===== config.mk =====
export PLATFORM = sky130hd
export DESIGN_NAME = cache_l2_nway
export DESIGN_NICKNAME = d
export VERILOG_FILES = /design/src/rtl/cache_l2_nway_pkg.sv /design/src/rtl/cache_l2_nway_plru_tree.sv /design/src/rtl/cache_l2_nway.sv
export SDC_FILE = /design/constraint.sdc
export NUM_CORES = 2
export LEC_CHECK = 0
export CAP_MARGIN = 20
export CORE_ASPECT_RATIO = 1.4
export CORE_MARGIN = 4
export CORE_UTILIZATION = 50
export CTS_BUF_LIST = sky130_fd_sc_hd__clkbuf_8
export DETAILED_ROUTE_END_ITERATION = 10
export PLACE_DENSITY = 0.76
export REMOVE_ABC_BUFFERS = 1
export SLEW_MARGIN = 20
export SYNTH_ARGS = -nofsm -noshare
export SYNTH_HDL_FRONTEND = slang
export SYNTH_HIERARCHICAL = 1
export SYNTH_SLANG_ARGS = --single-unit

===== constraint.sdc =====
create_clock -name clk -period 30.5 [get_ports clk]
set_input_delay 6.1 -clock clk [delete_from_list [all_inputs] [get_ports clk]]
set_output_delay 6.1 -clock clk [all_outputs]
set_load 0.05 [all_outputs]

===== src/rtl/cache_l2_nway_pkg.sv =====
// Shared types and sizing helpers for the N-way L2 cache.
//   cache_line     : 128-bit line carried on both mem_* and pmem_* ports
//   lc3b_word      : 16-bit byte address
//   cache_state_e  : controller states (CHECK is the reset state)
//   cache_tag_w()  : tag width for a given log2 set count
//   plru_bits()    : number of tree-PLRU node bits for a given associativity
package cache_l2_nway_pkg;

  typedef logic [127:0] cache_line;
  typedef logic [15:0]  lc3b_word;

  localparam int CACHE_ADDR_W   = 16;
  localparam int CACHE_OFFSET_W = 4;

  typedef enum logic [1:0] {
    CHECK     = 2'd0,
    WRITEBACK = 2'd1,
    ALLOCATE  = 2'd2
  } cache_state_e;

  function automatic int cache_tag_w(input int sets_log2);
    return CACHE_ADDR_W - CACHE_OFFSET_W - sets_log2;
  endfunction

  function automatic int plru_bits(input int ways);
    return ways - 1;
  endfunction

endpackage


===== src/rtl/cache_l2_nway_plru_tree.sv =====
// Tree pseudo-LRU for one set.
//   tree_i       : current node bits (node i has children 2i+1 / 2i+2;
//                  a 0 bit means the victim is in the left subtree)
//   access_way_i : way being accessed this cycle
//   victim_way_o : way the tree currently points at
//   tree_o       : node bits after accessing access_way_i (path flipped
//                  to point at the opposite subtree at every level)
module plru_tree
  import cache_l2_nway_pkg::*;
#(
  parameter int WAYS = 2
) (
  input  logic [plru_bits(WAYS)-1:0] tree_i,
  input  logic [$clog2(WAYS)-1:0]    access_way_i,
  output logic [$clog2(WAYS)-1:0]    victim_way_o,
  output logic [plru_bits(WAYS)-1:0] tree_o
);

  localparam int WAY_W = $clog2(WAYS);

  // Way number bits, MSB first, are the left/right turns taken from the root.
  always_comb begin
    int unsigned node;
    victim_way_o = '0;
    node         = 0;
    for (int unsigned lvl = 0; lvl < WAY_W; lvl++) begin
      victim_way_o[WAY_W-1-lvl] = tree_i[node];
      node = 2 * node + (tree_i[node] ? 32'd2 : 32'd1);
    end
  end

  always_comb begin
    int unsigned node;
    logic        dir;
    tree_o = tree_i;
    node   = 0;
    dir    = 1'b0;
    for (int unsigned lvl = 0; lvl < WAY_W; lvl++) begin
      dir          = access_way_i[WAY_W-1-lvl];
      tree_o[node] = ~dir;
      node = 2 * node + (dir ? 32'd2 : 32'd1);
    end
  end

endmodule


===== src/rtl/cache_l2_nway.sv =====
// N-way set-associative, write-back, write-allocate L2 cache.
//   clk, rst                : clock, synchronous active-high reset
//   mem_read/mem_write      : line request from the L1 arbiter, held to mem_resp
//   mem_address/mem_wdata   : request address (offset ignored) and write line
//   mem_rdata/mem_resp      : read line and one-cycle completion strobe
//   pmem_read/pmem_write    : physical memory line request, held to pmem_resp
//   pmem_address/pmem_wdata : line-aligned address and victim line
//   pmem_rdata/pmem_resp    : fill line and memory completion strobe
//   hit_count/miss_count    : saturating event counters
module cache_l2_nway
  import cache_l2_nway_pkg::*;
#(
  parameter int WAYS      = 2,
  parameter int SETS_LOG2 = 3
) (
  input  logic        clk,
  input  logic        rst,
  input  logic        mem_read,
  input  logic        mem_write,
  input  logic [15:0] mem_address,
  input  logic [127:0] mem_wdata,
  output logic [127:0] mem_rdata,
  output logic        mem_resp,
  output logic        pmem_read,
  output logic        pmem_write,
  output logic [15:0] pmem_address,
  output logic [127:0] pmem_wdata,
  input  logic [127:0] pmem_rdata,
  input  logic        pmem_resp,
  output logic [15:0] hit_count,
  output logic [15:0] miss_count
);

  localparam int TAG_W = cache_tag_w(SETS_LOG2);
  localparam int SETS  = 1 << SETS_LOG2;
  localparam int NB    = plru_bits(WAYS);
  localparam int WAY_W = $clog2(WAYS);

  logic [WAYS-1:0]  valid_q [SETS];
  logic [WAYS-1:0]  dirty_q [SETS];
  logic [NB-1:0]    plru_q  [SETS];
  logic [TAG_W-1:0] tag_q   [SETS][WAYS];
  cache_line        data_q  [SETS][WAYS];

  cache_state_e state_q, state_d;
  logic [15:0]  hit_count_q, hit_count_d;
  logic [15:0]  miss_count_q, miss_count_d;
  logic         missed_q, missed_d;

  logic [SETS_LOG2-1:0] idx;
  logic [TAG_W-1:0]     tag;
  logic                 req;
  logic                 hit;
  logic [WAY_W-1:0]     hit_way;
  logic                 inv_found;
  logic [WAY_W-1:0]     inv_way;
  logic [WAY_W-1:0]     plru_victim;
  logic [WAY_W-1:0]     victim_way;
  logic [NB-1:0]        plru_upd;
  logic                 victim_dirty;

  logic plru_we;
  logic hit_wr_we;
  logic fill_we;

  logic unused_offset;
  assign unused_offset = ^mem_address[CACHE_OFFSET_W-1:0];

  assign idx = mem_address[CACHE_OFFSET_W +: SETS_LOG2];
  assign tag = mem_address[CACHE_ADDR_W-1 -: TAG_W];
  assign req = mem_read | mem_write;

  always_comb begin
    hit     = 1'b0;
    hit_way = '0;
    for (int unsigned w = 0; w < WAYS; w++) begin
      if (valid_q[idx][w] && (tag_q[idx][w] == tag)) begin
        hit     = 1'b1;
        hit_way = WAY_W'(w);
      end
    end
  end

  always_comb begin
    inv_found = 1'b0;
    inv_way   = '0;
    for (int unsigned w = 0; w < WAYS; w++) begin
      if (!valid_q[idx][w] && !inv_found) begin
        inv_found = 1'b1;
        inv_way   = WAY_W'(w);
      end
    end
  end

  plru_tree #(
    .WAYS(WAYS)
  ) u_plru (
    .tree_i      (plru_q[idx]),
    .access_way_i(hit_way),
    .victim_way_o(plru_victim),
    .tree_o      (plru_upd)
  );

  // The set is not touched while a miss is outstanding, so the victim
  // recomputed every cycle stays the same through WRITEBACK and ALLOCATE.
  assign victim_way   = inv_found ? inv_way : plru_victim;
  assign victim_dirty = valid_q[idx][victim_way] & dirty_q[idx][victim_way];

  assign mem_rdata  = data_q[idx][hit_way];
  assign pmem_wdata = data_q[idx][victim_way];
  assign hit_count  = hit_count_q;
  assign miss_count = miss_count_q;

  always_comb begin
    state_d      = state_q;
    hit_count_d  = hit_count_q;
    miss_count_d = miss_count_q;
    missed_d     = missed_q;
    mem_resp     = 1'b0;
    pmem_read    = 1'b0;
    pmem_write   = 1'b0;
    pmem_address = {tag, idx, 4'h0};
    plru_we      = 1'b0;
    hit_wr_we    = 1'b0;
    fill_we      = 1'b0;
    unique case (state_q)
      CHECK: begin
        if (req) begin
          if (hit) begin
            mem_resp  = 1'b1;
            plru_we   = 1'b1;
            hit_wr_we = mem_write;
            missed_d  = 1'b0;
            // The hit that completes a refilled request is not a new hit.
            if (!missed_q && (hit_count_q != '1)) begin
              hit_count_d = hit_count_q + 16'd1;
            end
          end else begin
            missed_d = 1'b1;
            if (miss_count_q != '1) begin
              miss_count_d = miss_count_q + 16'd1;
            end
            state_d = victim_dirty ? WRITEBACK : ALLOCATE;
          end
        end
      end
      WRITEBACK: begin
        pmem_write   = 1'b1;
        pmem_address = {tag_q[idx][victim_way], idx, 4'h0};
        if (pmem_resp) begin
          state_d = ALLOCATE;
        end
      end
      ALLOCATE: begin
        pmem_read = 1'b1;
        if (pmem_resp) begin
          fill_we = 1'b1;
          state_d = CHECK;
        end
      end
      default: begin
        state_d = CHECK;
      end
    endcase
  end

  always_ff @(posedge clk) begin
    if (rst) begin
      state_q      <= CHECK;
      hit_count_q  <= '0;
      miss_count_q <= '0;
      missed_q     <= 1'b0;
      for (int unsigned s = 0; s < SETS; s++) begin
        valid_q[s] <= '0;
        dirty_q[s] <= '0;
        plru_q[s]  <= '0;
      end
    end else begin
      state_q      <= state_d;
      hit_count_q  <= hit_count_d;
      miss_count_q <= miss_count_d;
      missed_q     <= missed_d;
      if (plru_we) begin
        plru_q[idx] <= plru_upd;
      end
      if (hit_wr_we) begin
        data_q[idx][hit_way]  <= mem_wdata;
        dirty_q[idx][hit_way] <= 1'b1;
      end
      if (fill_we) begin
        data_q[idx][victim_way]  <= pmem_rdata;
        tag_q[idx][victim_way]   <= tag;
        valid_q[idx][victim_way] <= 1'b1;
        dirty_q[idx][victim_way] <= 1'b0;
      end
    end
  end

endmodule


# == Word level (Yosys, flattened, before mapping) ==
# Memory sizes are Yosys's and may differ from the RTL's.
# Cells that the tools add are included.
# word_totals
reg_bits,35
ram_bits,2232
output_inout_bits,307
wordCells,640
mem_count,5
# mem_list
memory,words,word_bits,rd,rd_ports_with_merged_regs,write_ports,line_no,source
data_q,8,256,1,0,1,cache_l2_nway.sv:43,cache_line data_q [SETS][WAYS];
tag_q,8,18,1,0,1,cache_l2_nway.sv:42,logic [TAG_W-1:0] tag_q [SETS][WAYS];
dirty_q,8,2,1,0,8,cache_l2_nway.sv:40,logic [WAYS-1:0] dirty_q [SETS];
valid_q,8,2,1,0,8,cache_l2_nway.sv:39,logic [WAYS-1:0] valid_q [SETS];
plru_q,8,1,1,0,8,cache_l2_nway.sv:41,logic [NB-1:0] plru_q [SETS];
# op_classes
add_sub_neg,2
magnitude_cmp,8
eq_ne,10
muxes,329
bitwise_logic,264
n_reduce_logical,18
# ops
operator,count
$mux 128,8
$mux 256,2
$mux 1,293
$or 1x1->1,259
$demux 128 s1,2
$mux 9,4
$add 16x1->16 const B,2
$ne 16x16->1 const B,2
$mux 2,11
$eq 9x9->1,2
$mux 18,1
$mux 16,1
$reduce_and 4->1,3
$demux 9 s1,1
$mux 3,3
$logic_and 1x1->1,8
$ne 2x2->1 const B,4
$pmux 2 s3,1
$ge 2x2->1 const B,2
$lt 1x2->1 const B,2
$lt 2x1->1 const B,2
$not 1->2,2
$reduce_or 2->1,2
$demux 1 s1,2
other kinds (9),12

# == Longest topological paths before layout ==
# An unclocked memory read counts as a cell.
# depth
depth_word,14
mapped_depth,18

# == Modules after synthesis ==
# The synthesis kept the hierarchy.
# modules_own_cells
module,n_inst,cells_per_inst,area_per_inst_um2,seq_area_each_um2
cache_l2_nway,1,5201,87520.2,67564.8
plru_tree,1,2,11.3,0.0

# == Worst setup path before layout ==
# OpenSTA, ideal clock, no wires.
# synth_path
kind,input to output
from,input mem_address[4]
to,output pmem_address[14]
t_arrival_ns,9.795
required_ns,24.400
setup_slack_ns,14.605
cell_stages,15
cell_sequence,buf_4 buf_4 inv_2 buf_6 nor3_1 clkbuf_1 clkbuf_1 a22oi_1 nand4_1 buf_4 inv_1 a21oi_2 clkbuf_1 a21oi_1 o21ai_0
# synth_rtl
element,line_no,source
"start, declared",cache_l2_nway.sv:20,"input logic [15:0] mem_address,"
$mem_v2 8x1,-,
named net plru_victim,cache_l2_nway.sv:57,logic [WAY_W-1:0] plru_victim;
$mux 1,cache_l2_nway.sv:106,assign victim_way = inv_found ? inv_way : plru_victim;
$not 1->2 (not written as such),cache_l2_nway.sv:149,"pmem_address = {tag_q[idx][victim_way], idx, 4'h0};"
$mux 9 (not written as such) (3 in series),cache_l2_nway.sv:149,
$mux 16,cache_l2_nway.sv:126,unique case (state_q)
"end, declared",cache_l2_nway.sv:26,"output logic [15:0] pmem_address,"
# The timed path passes the listed nets, and every way through them passes these cells. The select of a mux whose other input is x is not followed.

# == Worst setup path after layout ==
# layout_path
from,input mem_address[4]
to,output pmem_wdata[125]
# layout_via
elab_chain_len,9
# layout_rtl
element,line_no,source
$mem_v2 8x2,-,
$logic_not 1->1,cache_l2_nway.sv:88,if (!valid_q[idx][w] && !inv_found) begin
$logic_and 1x1->1,cache_l2_nway.sv:88,
$mux 1,cache_l2_nway.sv:88,
$mux 1,cache_l2_nway.sv:106,
$not 1->2 (not written as such),cache_l2_nway.sv:110,assign pmem_wdata = data_q[idx][victim_way];
$mux 128 (not written as such) (*) (3 in series),cache_l2_nway.sv:110,
"end, declared",cache_l2_nway.sv:27,"output logic [127:0] pmem_wdata,"
# Mark *: on every way between the ends. The rest lies on a longest branch, timed or not. The select of a mux whose other input is x is not followed.

==> metrics <==
outcome completed; clock latency at the later pin of the worst-skew pair 1.04 ns; syn_area_per_cell 16.8 µm²; post-layout min period 18.72 ns; RePlAce Congestion 0.810; Post-DP Area about 96000 µm²; Synth async-reset ratio 0%; Max IR drop VDD 0.0000437 V; Hold Buf Count CTS 0; TritonRoute pass-1 iters 6; initial antenna violation count 25; crit-path max FO 62; sequential area share after synthesis 77.2%; final core occ 58.5%; first-pass GRT wire length 337000 µm; post-CTS setup buffers 0; vias in the first global route 53126; total number of vias 53121; Yosys top cell area share 76.0%; clock buffer depth 4; Cells after Synth 5203; final number of setup-violating endpoints 0; DIE AREA approximately 180000 µm²; Distinct cells, synth 73; Nets between 6000 and 7000; Rel. slew slack approximately 23%; final hold viol count 0; io pins between 500 and 600; DR iter-0 viols 6001; Die Y 503 µm; setup_tns 0 ns; largest net degree at the start of global routing ~160; PwrDens 61.8 nW/µm²; GRT Total Usage roughly a quarter; final WL 232000 µm; commonest non-fill, non-tap cell in the layout edfxtp_1; synthesized area 87500 µm²; Final Cycle Share 61.4%; Crit Path Class in -> out; Core Area 174000 µm²; worst endpoint required time 24.40 ns; EDFF count, synth 2216; Port Buffers roughly 580; CTS Buf Count between 300 and 400; crit path launch type input port; vias per inst 6.33; YS warnings 6; H-Tree Depth 5; share of cells above drive strength 1 14.2%; Max Fclk 53.4 MHz; number of max-cap violations 0; PostCTS Resize Cnt 0; design area 102000 µm²; CTS sink cnt 2267; worst clock skew 0.0736 ns; DRT antenna net count 0; Die X 362 µm; GRT overflow 0; DP Wirelength 127000 µm; P&R area growth vs syn 16.2%; Main synth FF type edfxtp_1; final max-slew violation count 0; unrepaired setup endpoints after global routing no; drt wl/cell 27.6 µm; #FFs+latches synth 2267; Initial Util 50.3%; Core Rows 181; CTS root buf clkbuf_8; most frequent cells in the layout edfxtp_1 (2216), a22oi_1 (995), clkdlybuf4s50_1 (572); Worst Max-Slew Pin Slew 1.15 ns; CTS tree done; clock-pin slew on the worst setup and hold paths ~0.060 ns; critical path arrival 12.62 ns; ranking of synthesized cells by area edfxtp_1 (76%), a22oi_1 (8.5%), mux2_2 (3.5%); DRC violation count after routing 0; Crit. End Element output pin; post-synth top area cell edfxtp_1; min-delay worst type reg -> reg; Lkg Pwr 0.0319 µW
[per-stage QoR]
stage          hold WS (ns)  cells  total power, µW  worst slack [ns]
5_1_grt               0.498   8382             6490             11.70
4_1_cts               0.473   8380             6310             11.99
2_1_floorplan         0.444   4836             3880             -9.08
3_5_place_dp          0.465   7799             4100             11.99
3_3_place_gp          0.456   7799             4090             11.92
6_report              0.477   8398             6280             11.78
[critical path: stages]
cell and delay (ns):
clkdlybuf4s50_1 0.41, buf_4 0.26, nor2b_1 0.73, and2_4 0.65, buf_4 0.72, buf_4 0.90
buf_4 0.89, a22oi_1 0.14, nand4_1 0.21, nor2_1 0.06, a21oi_1 0.43, clkdlybuf4s50_1 0.91
[synthesized netlist by cell type, drive strengths merged, types with 4 or more instances]
| cell | number |
|---|---|
| and3 | 26 |
| a221oi | 21 |
| a21o | 10 |
| mux2i | 36 |
| nor4 | 6 |
| buf | 77 |
| o21bai | 16 |
| o31ai | 5 |
| edfxtp | 2216 |
| o22ai | 25 |
| nand2b | 10 |
| clkbuf | 293 |
| a21oi | 283 |
| nor2 | 344 |
| nor2b | 8 |
| a22o | 25 |
| and4 | 116 |
| inv | 26 |
| a22oi | 995 |
| nand3 | 18 |
| or4 | 6 |
| dfxtp | 51 |
| mux4 | 25 |
| mux2 | 270 |
| o21a | 4 |
| and2 | 10 |
| xnor2 | 10 |
| o21ai | 20 |
| xor2 | 7 |
| nor3 | 18 |
| or3 | 11 |
| nand2 | 37 |
| a31o | 5 |
| nand4 | 135 |
[state kept, by name, summed over array words and instances, names as in the netlist]
name and cells:
plru_q 8, valid_q 16, hit_count 16, tag_q 144, miss_count 16, state_q 2
data_q 2048, dirty_q 16, missed_q 1
[power by group]
group / total (µW) / internal (µW) / switching [µW]
clock: 2240 / 1130 / 1110
combinational: 586 / 190 / 397
sequential: 3450 / 3450 / 4.78
total: 6280 / 4770 / 1510
[cell families after synthesis]
family	synth area share (%)
DFF	77.2
AOI/OAI and AO/OA	11.4
and+or+nand+nor	4.73
buffers and inverters	1.89
muxes	4.56
xor gates and xnor gates	0.170
adders and majority gates	0.0400
other	0.00428
[path summary, 6_finish.rpt]
| path | startpoint | endpoint | slack [ns] | depth (start not counted) |
|---|---|---|---|---|
| setup / recovery | mem_address[4] | pmem_wdata[125] | 11.78 | 12 |
| hold / removal | valid_q[1][1] | valid_q[1][1] | 0.48 | 2 |
| setup reg to reg | tag_q[2][2] | data_q[4][39] | 25.02 | 10 |
| hold reg to reg | valid_q[1][1] | valid_q[1][1] | 0.48 | 2 |
[per-layer routing]
layer / global-route usage (%) / vias to the layer above / routed length (µm)
met2: 41.8 / 3310 / 114000
met5: 0 / - / 152
met4: 9.55 / 20 / 7210
met1: 31.6 / 26619 / 85600
li1: - / 22645 / -
met3: 5.87 / 527 / 25400
[final cells by class]
type                    instances  area [µm²]
clock buffers                 343        4720
inverters                      26        97.6
multi-input cells            2543       18500
flip-flops and latches       2267       67600
repair buffers                676        6570
fillers                     12831       72200
diodes                         18        45.0
clock inverters               238        1320
well taps                    2287        2860
Power figures use the tool's default switching activity.
